### src/rtl/fpu_issue_pkg.sv
// Shared types for the FMA issue controller.
// FSM state, queue entry layout and the timeout exception code.
package fpu_issue_pkg;
  localparam int FPWID = 80;
  localparam int TAGW  = 5;
  localparam int XW    = 8;
  localparam int OPW   = FPWID + 4;
  localparam int IW    = 40;

  typedef enum logic [1:0] {
    S_IDLE   = 2'd0,
    S_LAUNCH = 2'd1,
    S_WAIT   = 2'd2,
    S_HOLD   = 2'd3
  } state_e;

  typedef struct packed {
    logic [IW-1:0]   instr;
    logic [2:0]      rm;
    logic [TAGW-1:0] tag;
    logic [OPW-1:0]  a;
    logic [OPW-1:0]  b;
    logic [OPW-1:0]  c;
  } issue_ent_t;

  localparam logic [XW-1:0] EXC_TMO = '1;
endpackage

### src/rtl/fpu_issue_if.sv
// Dispatch, FMA-unit and writeback signals of the issue controller.
// master = controller side, slave = surrounding pipeline.
interface fpu_issue_if;
  import fpu_issue_pkg::*;

  logic            iss_v;
  logic            iss_rdy;
  logic [IW-1:0]   iss_instr;
  logic [2:0]      iss_rm;
  logic [TAGW-1:0] iss_tag;
  logic [OPW-1:0]  iss_a;
  logic [OPW-1:0]  iss_b;
  logic [OPW-1:0]  iss_c;

  logic            fu_ld;
  logic            fu_v;
  logic [IW-1:0]   fu_instr;
  logic [2:0]      fu_rm;
  logic [TAGW-1:0] fu_tag;
  logic [OPW-1:0]  fu_a;
  logic [OPW-1:0]  fu_b;
  logic [OPW-1:0]  fu_c;
  logic            fu_idle;
  logic            fu_v_o;
  logic [TAGW-1:0] fu_tag_o;
  logic [OPW-1:0]  fu_o;
  logic [XW-1:0]   fu_exc;

  logic            wb_v;
  logic            wb_rdy;
  logic [TAGW-1:0] wb_tag;
  logic [OPW-1:0]  wb_o;
  logic [XW-1:0]   wb_exc;

  logic            busy;
  logic            err_tag;
  logic            err_tmo;

  modport master (
    input  iss_v, iss_instr, iss_rm, iss_tag,
    input  iss_a, iss_b, iss_c,
    input  fu_idle, fu_v_o, fu_tag_o, fu_o, fu_exc,
    input  wb_rdy,
    output iss_rdy,
    output fu_ld, fu_v, fu_instr, fu_rm, fu_tag,
    output fu_a, fu_b, fu_c,
    output wb_v, wb_tag, wb_o, wb_exc,
    output busy, err_tag, err_tmo
  );

  modport slave (
    output iss_v, iss_instr, iss_rm, iss_tag,
    output iss_a, iss_b, iss_c,
    output fu_idle, fu_v_o, fu_tag_o, fu_o, fu_exc,
    output wb_rdy,
    input  iss_rdy,
    input  fu_ld, fu_v, fu_instr, fu_rm, fu_tag,
    input  fu_a, fu_b, fu_c,
    input  wb_v, wb_tag, wb_o, wb_exc,
    input  busy, err_tag, err_tmo
  );
endinterface

### src/rtl/fpu_issue_fifo.sv
// In-order issue queue; extra pointer bit
// disambiguates full from empty on wrap.
import fpu_issue_pkg::*;

module fpu_issue_fifo #(
  parameter int QDEPTH = 4
) (
  input  logic       clk,
  input  logic       rst,
  input  logic       i_push,
  input  logic       i_pop,
  input  issue_ent_t i_ent,
  output issue_ent_t o_head,
  output logic       o_full,
  output logic       o_empty
);
  localparam int AW = $clog2(QDEPTH);

  issue_ent_t     r_mem [QDEPTH];
  logic [AW:0]    r_wp;
  logic [AW:0]    r_rp;

  assign o_empty = (r_wp == r_rp);
  assign o_full  = (r_wp[AW] != r_rp[AW]) &&
                   (r_wp[AW-1:0] == r_rp[AW-1:0]);
  assign o_head  = r_mem[r_rp[AW-1:0]];

  // pointer update on push/pop
  always_ff @(posedge clk) begin
    if (rst) begin
      r_wp <= '0;
      r_rp <= '0;
    end else begin
      if (i_push) r_wp <= r_wp + (AW+1)'(1);
      if (i_pop)  r_rp <= r_rp + (AW+1)'(1);
    end
  end

  // entry storage, written at the write pointer
  always_ff @(posedge clk) begin
    if (i_push) r_mem[r_wp[AW-1:0]] <= i_ent;
  end
endmodule

### src/rtl/fpu_issue_ctrl.sv
// Issue controller for the pipelined FMA unit: queues ops,
// launches one at a time, returns results to writeback.
import fpu_issue_pkg::*;

module fpu_issue_ctrl #(
  parameter int QDEPTH  = 4,
  parameter int TIMEOUT = 64
) (
  input  logic        clk,
  input  logic        rst,
  input  logic        ce,
  fpu_issue_if.master bus
);
  localparam int CW = $clog2(TIMEOUT);

  state_e          r_state;
  logic [CW-1:0]   r_cnt;
  logic [TAGW-1:0] r_tag;
  logic            r_wb_v;
  logic [TAGW-1:0] r_wb_tag;
  logic [OPW-1:0]  r_wb_o;
  logic [XW-1:0]   r_wb_exc;
  logic            r_err_tag;
  logic            r_err_tmo;

  logic       w_push;
  logic       w_pop;
  logic       w_full;
  logic       w_empty;
  logic       w_go;
  issue_ent_t w_in;
  issue_ent_t w_head;

  assign w_in = '{
    instr: bus.iss_instr,
    rm:    bus.iss_rm,
    tag:   bus.iss_tag,
    a:     bus.iss_a,
    b:     bus.iss_b,
    c:     bus.iss_c
  };

  assign w_push = bus.iss_v & ~w_full;
  assign w_pop  = (r_state == S_LAUNCH) & ce;
  assign w_go   = ~w_empty & bus.fu_idle;

  fpu_issue_fifo #(.QDEPTH(QDEPTH)) u_fifo (
    .clk    (clk),
    .rst    (rst),
    .i_push (w_push),
    .i_pop  (w_pop),
    .i_ent  (w_in),
    .o_head (w_head),
    .o_full (w_full),
    .o_empty(w_empty)
  );

  assign bus.iss_rdy  = ~w_full;
  assign bus.fu_ld    = w_pop;
  assign bus.fu_v     = w_pop;
  assign bus.fu_instr = w_head.instr;
  assign bus.fu_rm    = w_head.rm;
  assign bus.fu_tag   = w_head.tag;
  assign bus.fu_a     = w_head.a;
  assign bus.fu_b     = w_head.b;
  assign bus.fu_c     = w_head.c;
  assign bus.wb_v     = r_wb_v;
  assign bus.wb_tag   = r_wb_tag;
  assign bus.wb_o     = r_wb_o;
  assign bus.wb_exc   = r_wb_exc;
  assign bus.busy     = ~w_empty | (r_state != S_IDLE);
  assign bus.err_tag  = r_err_tag;
  assign bus.err_tmo  = r_err_tmo;

  // launch/wait/hold sequencing; wb handshake ignores ce
  always_ff @(posedge clk) begin
    if (rst) begin
      r_state   <= S_IDLE;
      r_cnt     <= '0;
      r_tag     <= '0;
      r_wb_v    <= 1'b0;
      r_wb_tag  <= '0;
      r_wb_o    <= '0;
      r_wb_exc  <= '0;
      r_err_tag <= 1'b0;
      r_err_tmo <= 1'b0;
    end else begin
      if (ce) begin
        unique case (r_state)
          S_IDLE: begin
            if (w_go) r_state <= S_LAUNCH;
          end
          S_LAUNCH: begin
            r_tag   <= w_head.tag;
            r_cnt   <= '0;
            r_state <= S_WAIT;
          end
          S_WAIT: begin
            r_cnt <= r_cnt + CW'(1);
            if (bus.fu_v_o) begin
              r_wb_v   <= 1'b1;
              r_wb_tag <= bus.fu_tag_o;
              r_wb_o   <= bus.fu_o;
              r_wb_exc <= bus.fu_exc;
              if (bus.fu_tag_o != r_tag) r_err_tag <= 1'b1;
              r_state <= S_HOLD;
            end else if (r_cnt == CW'(TIMEOUT-1)) begin
              r_wb_v    <= 1'b1;
              r_wb_tag  <= r_tag;
              r_wb_o    <= '0;
              r_wb_exc  <= EXC_TMO;
              r_err_tmo <= 1'b1;
              r_state   <= S_HOLD;
            end
          end
          S_HOLD: begin
            if (bus.wb_rdy || !r_wb_v)
              r_state <= w_go ? S_LAUNCH : S_IDLE;
          end
          default: r_state <= S_IDLE;
        endcase
      end
      if (r_state == S_HOLD && bus.wb_rdy) r_wb_v <= 1'b0;
    end
  end
endmodule

### src/flat_wrapper.sv
// flat-port wrapper written by rule: the top's interface ports become plain ports
module fpu_issue_ctrl_flat 
#(
  parameter int QDEPTH  = 4,
  parameter int TIMEOUT = 64
)
  (clk, rst, ce, bus_iss_v, bus_iss_instr, bus_iss_rm, bus_iss_tag, bus_iss_a, bus_iss_b, bus_iss_c, bus_fu_idle, bus_fu_v_o, bus_fu_tag_o, bus_fu_o, bus_fu_exc, bus_wb_rdy, bus_iss_rdy, bus_fu_ld, bus_fu_v, bus_fu_instr, bus_fu_rm, bus_fu_tag, bus_fu_a, bus_fu_b, bus_fu_c, bus_wb_v, bus_wb_tag, bus_wb_o, bus_wb_exc, bus_busy, bus_err_tag, bus_err_tmo);
  fpu_issue_if bus_i ();
  input  logic clk;
  input  logic rst;
  input  logic ce;
  input wire logic [$bits(bus_i.iss_v)-1:0] bus_iss_v;
  input wire logic [$bits(bus_i.iss_instr)-1:0] bus_iss_instr;
  input wire logic [$bits(bus_i.iss_rm)-1:0] bus_iss_rm;
  input wire logic [$bits(bus_i.iss_tag)-1:0] bus_iss_tag;
  input wire logic [$bits(bus_i.iss_a)-1:0] bus_iss_a;
  input wire logic [$bits(bus_i.iss_b)-1:0] bus_iss_b;
  input wire logic [$bits(bus_i.iss_c)-1:0] bus_iss_c;
  input wire logic [$bits(bus_i.fu_idle)-1:0] bus_fu_idle;
  input wire logic [$bits(bus_i.fu_v_o)-1:0] bus_fu_v_o;
  input wire logic [$bits(bus_i.fu_tag_o)-1:0] bus_fu_tag_o;
  input wire logic [$bits(bus_i.fu_o)-1:0] bus_fu_o;
  input wire logic [$bits(bus_i.fu_exc)-1:0] bus_fu_exc;
  input wire logic [$bits(bus_i.wb_rdy)-1:0] bus_wb_rdy;
  output wire logic [$bits(bus_i.iss_rdy)-1:0] bus_iss_rdy;
  output wire logic [$bits(bus_i.fu_ld)-1:0] bus_fu_ld;
  output wire logic [$bits(bus_i.fu_v)-1:0] bus_fu_v;
  output wire logic [$bits(bus_i.fu_instr)-1:0] bus_fu_instr;
  output wire logic [$bits(bus_i.fu_rm)-1:0] bus_fu_rm;
  output wire logic [$bits(bus_i.fu_tag)-1:0] bus_fu_tag;
  output wire logic [$bits(bus_i.fu_a)-1:0] bus_fu_a;
  output wire logic [$bits(bus_i.fu_b)-1:0] bus_fu_b;
  output wire logic [$bits(bus_i.fu_c)-1:0] bus_fu_c;
  output wire logic [$bits(bus_i.wb_v)-1:0] bus_wb_v;
  output wire logic [$bits(bus_i.wb_tag)-1:0] bus_wb_tag;
  output wire logic [$bits(bus_i.wb_o)-1:0] bus_wb_o;
  output wire logic [$bits(bus_i.wb_exc)-1:0] bus_wb_exc;
  output wire logic [$bits(bus_i.busy)-1:0] bus_busy;
  output wire logic [$bits(bus_i.err_tag)-1:0] bus_err_tag;
  output wire logic [$bits(bus_i.err_tmo)-1:0] bus_err_tmo;
  assign bus_i.iss_v = bus_iss_v;
  assign bus_i.iss_instr = bus_iss_instr;
  assign bus_i.iss_rm = bus_iss_rm;
  assign bus_i.iss_tag = bus_iss_tag;
  assign bus_i.iss_a = bus_iss_a;
  assign bus_i.iss_b = bus_iss_b;
  assign bus_i.iss_c = bus_iss_c;
  assign bus_i.fu_idle = bus_fu_idle;
  assign bus_i.fu_v_o = bus_fu_v_o;
  assign bus_i.fu_tag_o = bus_fu_tag_o;
  assign bus_i.fu_o = bus_fu_o;
  assign bus_i.fu_exc = bus_fu_exc;
  assign bus_i.wb_rdy = bus_wb_rdy;
  assign bus_iss_rdy = bus_i.iss_rdy;
  assign bus_fu_ld = bus_i.fu_ld;
  assign bus_fu_v = bus_i.fu_v;
  assign bus_fu_instr = bus_i.fu_instr;
  assign bus_fu_rm = bus_i.fu_rm;
  assign bus_fu_tag = bus_i.fu_tag;
  assign bus_fu_a = bus_i.fu_a;
  assign bus_fu_b = bus_i.fu_b;
  assign bus_fu_c = bus_i.fu_c;
  assign bus_wb_v = bus_i.wb_v;
  assign bus_wb_tag = bus_i.wb_tag;
  assign bus_wb_o = bus_i.wb_o;
  assign bus_wb_exc = bus_i.wb_exc;
  assign bus_busy = bus_i.busy;
  assign bus_err_tag = bus_i.err_tag;
  assign bus_err_tmo = bus_i.err_tmo;
  fpu_issue_ctrl #(.QDEPTH(QDEPTH), .TIMEOUT(TIMEOUT)) u_core (.clk(clk), .rst(rst), .ce(ce), .bus(bus_i));
endmodule
### config.mk
export PLATFORM = sky130hd
export DESIGN_NAME = fpu_issue_ctrl_flat
export DESIGN_NICKNAME = d
export VERILOG_FILES = /design/src/rtl/fpu_issue_pkg.sv /design/src/rtl/fpu_issue_if.sv /design/src/rtl/fpu_issue_fifo.sv /design/src/rtl/fpu_issue_ctrl.sv /design/src/flat_wrapper.sv
export SDC_FILE = /design/constraint.sdc
export NUM_CORES = 1
export LEC_CHECK = 0
export ABC_AREA = 1
export CORE_MARGIN = 1.5
export CORE_UTILIZATION = 45
export CTS_CLUSTER_SIZE = 24
export DETAILED_ROUTE_END_ITERATION = 10
export GPL_TIMING_DRIVEN = 0
export PLACE_DENSITY = 0.78
export RECOVER_POWER = 25
export SLEW_MARGIN = 20
export SYNTH_ARGS = -nofsm -noshare
export SYNTH_HDL_FRONTEND = slang
export SYNTH_HIERARCHICAL = 1
export SYNTH_SLANG_ARGS = --single-unit
### constraint.sdc
create_clock -name clk -period 13.45 [get_ports clk]
set_input_delay 2.69 -clock clk [delete_from_list [all_inputs] [get_ports clk]]
set_output_delay 2.69 -clock clk [all_outputs]
set_load 0.02 [all_outputs]
Word level (Yosys, flattened, before mapping). Memory sizes are Yosys's and may differ from the RTL's. A register that Yosys moved wholly into a read port is not among the register bits. Index checks and enable logic that the tools add are counted.

$add $sub $neg: 3. Mux-type cells: 19. Reduce and logical (&&, ||, !) cells: 15. Bitwise operators: 7. Equality and inequality tests: 11.

Operators by type and width (count): 84-bit two-way mux (2); 8-bit two-way mux (2); 2-bit two-way mux (6); 6-bit case mux with 2 select lines (1); 4-bit AND reduction (3); 5-bit two-way mux (2); 2-bit case mux with 4 select lines (1); 3-bit by 1-bit adder with 3-bit output (second input constant) (2); 6-bit by 1-bit adder with 6-bit output (second input constant) (1); 6-bit equality test (second input constant) (1); 2-bit nonzero test (3); 1-bit two-way mux (5); 5-bit != test (1); 2-bit equality test (second input constant) (2); 2-bit by 1-bit != test with 1-bit output (second input constant) (2); 2-bit AND reduction (2); 1-bit AND (3); 3-bit equality test (1); 3-bit by 2-bit != test with 1-bit output (second input constant) (1); 1-bit inverter (3); 3-bit AND reduction (1); 2-bit by 1-bit equality test with 1-bit output (second input constant) (1); 2-bit equality test (1); 1-bit logical AND (2); 6 further kinds (6).

Word-level logic and storage cells: 67. Bits in writable memories: 1200. Memories: 1. Bits of input ports: 404. Bits in registers: 119.

Memories: u_core.u_fifo.r_mem (words 4, bits a word 300, rd ports 1, clocked after Yosys merged registers in 1, write ports 1, line fpu_issue_fifo.sv:19) `issue_ent_t r_mem [QDEPTH];`.

Logic depth before layout (Yosys ltp).
Depth in word-level cells: 6. Mapped depth: 13. Depth with buffers taken out: 13.

Modules after synthesis. Netlist, hierarchy kept.

Modules (own cells, without submodules): fpu_issue_fifo (area each 47503.1 um2, cells each 3553, instances 1); fpu_issue_ctrl (area each 4371.7 um2, cells each 573, instances 1).

Least setup slack after synthesis. OpenSTA, ideal clock, no wires.

Path kind: in2reg. From: input port bus_iss_v. To: memory u_core/u_fifo/r_mem[3][0] (netlist name) (enable). Arrival: 8.815 ns. Cell stages on the path: 4. Library setup time: 0.652 ns. Required time: 12.798 ns. Setup slack: 3.982 ns. Cell sequence: inv_1 nor2_1 nand2_1 inv_1.

Cells in the longest elaborated chain, start to end: 3.

RTL lines: from (decl) (line flat_wrapper.sv:12) `input wire logic [$bits(bus_i.iss_v)-1:0] bus_iss_v;`; 1-bit AND (line fpu_issue_ctrl.sv:43) `assign w_push = bus.iss_v & ~w_full;`; via u_core.w_push (line fpu_issue_ctrl.sv:26) `logic w_push;`; 1-bit two-way mux (line fpu_issue_fifo.sv:41) `if (i_push) r_mem[r_wp[AW-1:0]] <= i_ent;`; 1-bit two-way mux (not written as such) (line fpu_issue_fifo.sv:41); to (decl) (line fpu_issue_fifo.sv:19).

The timed path passes the listed nets, and every way through them passes these cells.

Worst setup path after layout.
From: input port ce. To: output port bus_fu_v.

Cells in the longest elaborated chain, start to end: 1.

RTL lines: from (decl) (line flat_wrapper.sv:11) `input logic ce;`; 1-bit AND (line fpu_issue_ctrl.sv:44) `assign w_pop = (r_state == S_LAUNCH) & ce;`; to (decl) (line flat_wrapper.sv:27) `output wire logic [$bits(bus_i.fu_v)-1:0] bus_fu_v;`.

No other way between the ends.

==> results.md <==
- Status: complete, no violations
- Max Slew Vio Count: 0
- Postcts setup bufs: 0
- Max IR drop VDD: 121 uV
- Routed vias/inst: 5.24
- Post-synthesis sequential area ratio: 74.1%
- Vias in the first global route: 34600
- Sequential Area: slightly below 40000 um^2
- Worst setup path start: ce
- Post-CTS Hold Fix Bufs: 0
- Gate power share: 17.4%
- RSZ-0062 raised after global routing: no
- Final hold vios: 0
- Global Route Usage Sum: 24.2%
- Cells after Synth: 4126
- Residual DRC: 0
- Reg-to-Reg Start: u_core/u_fifo/r_wp[0]
- Clock buffer count from CTS: roughly 140
- Critical path required time: between 10 and 15 ns
- Die Span Y: roughly 340 um
- Syn_area_per_cell: ~13 um^2
- H-tree depth: 4
- Critical Path End Type: output port
- Clock Tree Root: clkbuf_16
- Dpl cells: 6457
- Cell Area, Synth: roughly 52000 um^2
- Final net count: 5500
- Worst hold-check path type: flip-flop to flip-flop
- Tmin final: 7.37 ns
- DR top layer: met5
- Count of input and output buffers: 806
- Utilization after layout: 58.3%
- Max Cap Viol: 0
- Syn nets: 4541
- Drt initial violations: 3093
- DR WL/cell: 21.7 um
- Row Count: roughly 120
- Initial Utilization: between 40% and 50%
- Die width: 343 um
- Final Cycle Share: 54.8%
- First-pass GRT wire length: approximately 210 mm
- Sw frac: 26.7%
- Layout cell share with drive strength beyond 1: under 10%
- Post-Route WL: between 100 and 150 mm
- M1 wire length: 54.4 mm
- Cell Count, Final, Fillers Out: around 6800
- Clock power share: 36.0%
- Die area: 117000 um^2
- Post-DP HPWL: 95.6 mm
- Met3 WL post-DR: about 14 mm
- Cell Pwr Density: 152 nW/um^2
- Largest net degree at the start of global routing: between 90 and 100
- Clock tree buffer depth: 3
- Worst-Margin Slew: 0.947 ns
- CTS tree: built
- Pleak: 24.2 nW
- Layout overhead on the synthesized area: 28.5%
- FILL cells: 8660
- Hold_ws: 0.460 ns
- Worst-Skew Late Latency: approximately 0.74 ns
- Rel. slew slack: 36.8%
- Initial antenna violation count: 70
- Critical path class: input port to output port
- Post-CTS Resized: 0
- Setup tns final: 0 ns
- Critical path launch point type: input port
- Total number of vias: 35400
- Crit-path max FO: 10
- CORE AREA: 114000 um^2
- #FFs+latches synth: 1321
- Switching pwr: 2.70 mW
- Reg clk slew, reported paths: ~0.06 ns
- # setup viols final: 0
- Pre-Repair DR Iteration Count: 6
- Final Power: between 10 and 15 mW
- Metal2 WL: 71.8 mm
- Hold_sp: u_core/bus.wb_o[22]
- Synth Warn #: 6
- Layout Skew: between 0.015 and 0.02 ns
- Final RePlAce weighted congestion: 0.889
- Ports: 808
- Clk sink count: 1321
- CP arrival: between 4 and 5 ns
- Max Fclk: 0.136 GHz
- Yosys cell types: 28
- Final ANT Viol Nets: 0
- Internal: ~7.4 mW
- Seq pwr share: 46.7%
- GR Overflow Total: 0
- Multi-input gate area: approximately 9900 um^2
## flip-flops by register name, indices dropped and copies added, names as in the netlist, 2 cells and up, named ones only
name and flops:
u_core/bus.wb_exc 8, u_core/bus.wb_o 84, u_core/bus.wb_tag 5, u_core/r_cnt 6
u_core/r_state 2, u_core/r_tag 5, u_core/u_fifo/r_mem 1200, u_core/u_fifo/r_rp 3
u_core/u_fifo/r_wp 3
## synth_stat cells
cell type | n | area (um^2)
nand2_4 | 1 | 11.3
nor2_4 | 1 | 11.3
o21bai_1 | 4 | 30.0
o21ai_0 | 10 | 50.1
buf_2 | 130 | 651
nand3b_1 | 1 | 7.51
xnor2_1 | 5 | 43.8
buf_1 | 15 | 56.3
buf_6 | 4 | 45.0
buf_4 | 18 | 135
inv_2 | 3 | 11.3
inv_4 | 1 | 6.26
dfxtp_1 | 121 | 2420
nor2_1 | 31 | 116
inv_1 | 632 | 2370
o211ai_1 | 600 | 4500
nand3_1 | 18 | 90.1
ha_1 | 11 | 138
edfxtp_1 | 1200 | 36000
nand3_2 | 1 | 10.0
clkbuf_1 | 67 | 251
nand2_2 | 2 | 12.5
a211oi_1 | 2 | 15.0
nand2_1 | 1125 | 4220
nor3_1 | 3 | 15.0
nor3b_1 | 1 | 7.51
a21oi_1 | 112 | 561
or2_2 | 7 | 43.8
## cell usage in the layout (no fill, tap or decap), types with 20 or more instances in the layout
cell type / synthesis / final
dfxtp_1: 121 / 121
clkinv_1: 0 / 31
clkinv_2: 0 / 20
buf_2: 130 / 130
clkbuf_16: 0 / 141
edfxtp_1: 1200 / 1200
clkdlybuf4s50_1: 0 / 611
diode_2: 0 / 39
nor2_1: 31 / 31
nand2_1: 1125 / 1125
a21oi_1: 112 / 112
dlygate4sd3_1: 0 / 195
inv_1: 632 / 628
clkbuf_1: 67 / 107
o211ai_1: 600 / 600
## power by group through the flow
stage / Combinational [mW] / Clock [mW] / Sequential [mW]
CTS: 1.77 / 3.70 / 4.71
detailed placement: 1.76 / 0 / 4.80
global route: 1.86 / 3.85 / 4.73
finish: 1.75 / 3.63 / 4.72
global placement: 1.72 / 0 / 4.88
floorplan: 0.819 / 0 / 4.85
## stage by stage
| step | cell area [um^2] | setup slack (ns) |
|---|---|---|
| CTS | 66500 | 6.11 |
| finish | 66600 | 6.08 |
| floorplan | 51900 | 3.98 |
| detailed placement | 62200 | 6.11 |
| global placement | 61800 | -1.30 |
| global route | 66600 | 5.96 |
## worst paths after layout
path	to	slack (ns)	depth (start not counted)
hold reg to reg	u_core/bus.wb_o[22]	0.46	2
setup / recovery	bus_fu_v	6.08	5
setup reg to reg	u_core/u_fifo/r_mem[1][11]	10.27	10
hold / removal	u_core/bus.wb_o[22]	0.46	2
## critical path, cell delays in order
cell,delay [ns]
clkdlybuf4s50_1,0.56
nand2_1,0.24
inv_1,0.41
buf_4,0.18
clkdlybuf4s50_1,0.59
## layout make-up
type / instances / share of cell area (%)
inverters: 636 / 3.63
flip-flops and latches: 1321 / 57.7
diodes: 39 / 0.146
plain buffers: 234 / 1.71
multi-input cells: 1935 / 14.8
well taps: 1512 / 2.84
repair buffers: 819 / 12.6
clock buffers: 183 / 5.56
clock inverters: 71 / 0.913
## logic make-up (layout without fill, tap and decap cells)
family	Yosys count	in the layout	share of synthesized area, %
xor gates and xnor gates	5	5	0.0844
and+or+nand+nor	1191	1191	8.77
DFF	1321	1321	74.1
other	0	39	0
buffers and inverters	870	1943	6.80
adders and majority gates	11	11	0.265
AOI/OAI and AO/OA	728	728	9.95
## per-layer routing
metal | global-route usage, % | vias up
li1 | - | 16300
met5 | 0 | -
met4 | 10.8 | 36
met1 | 30.0 | 17000
met2 | 40.0 | 1733
met3 | 6.24 | 355
(Power assumes the default switching activity.)
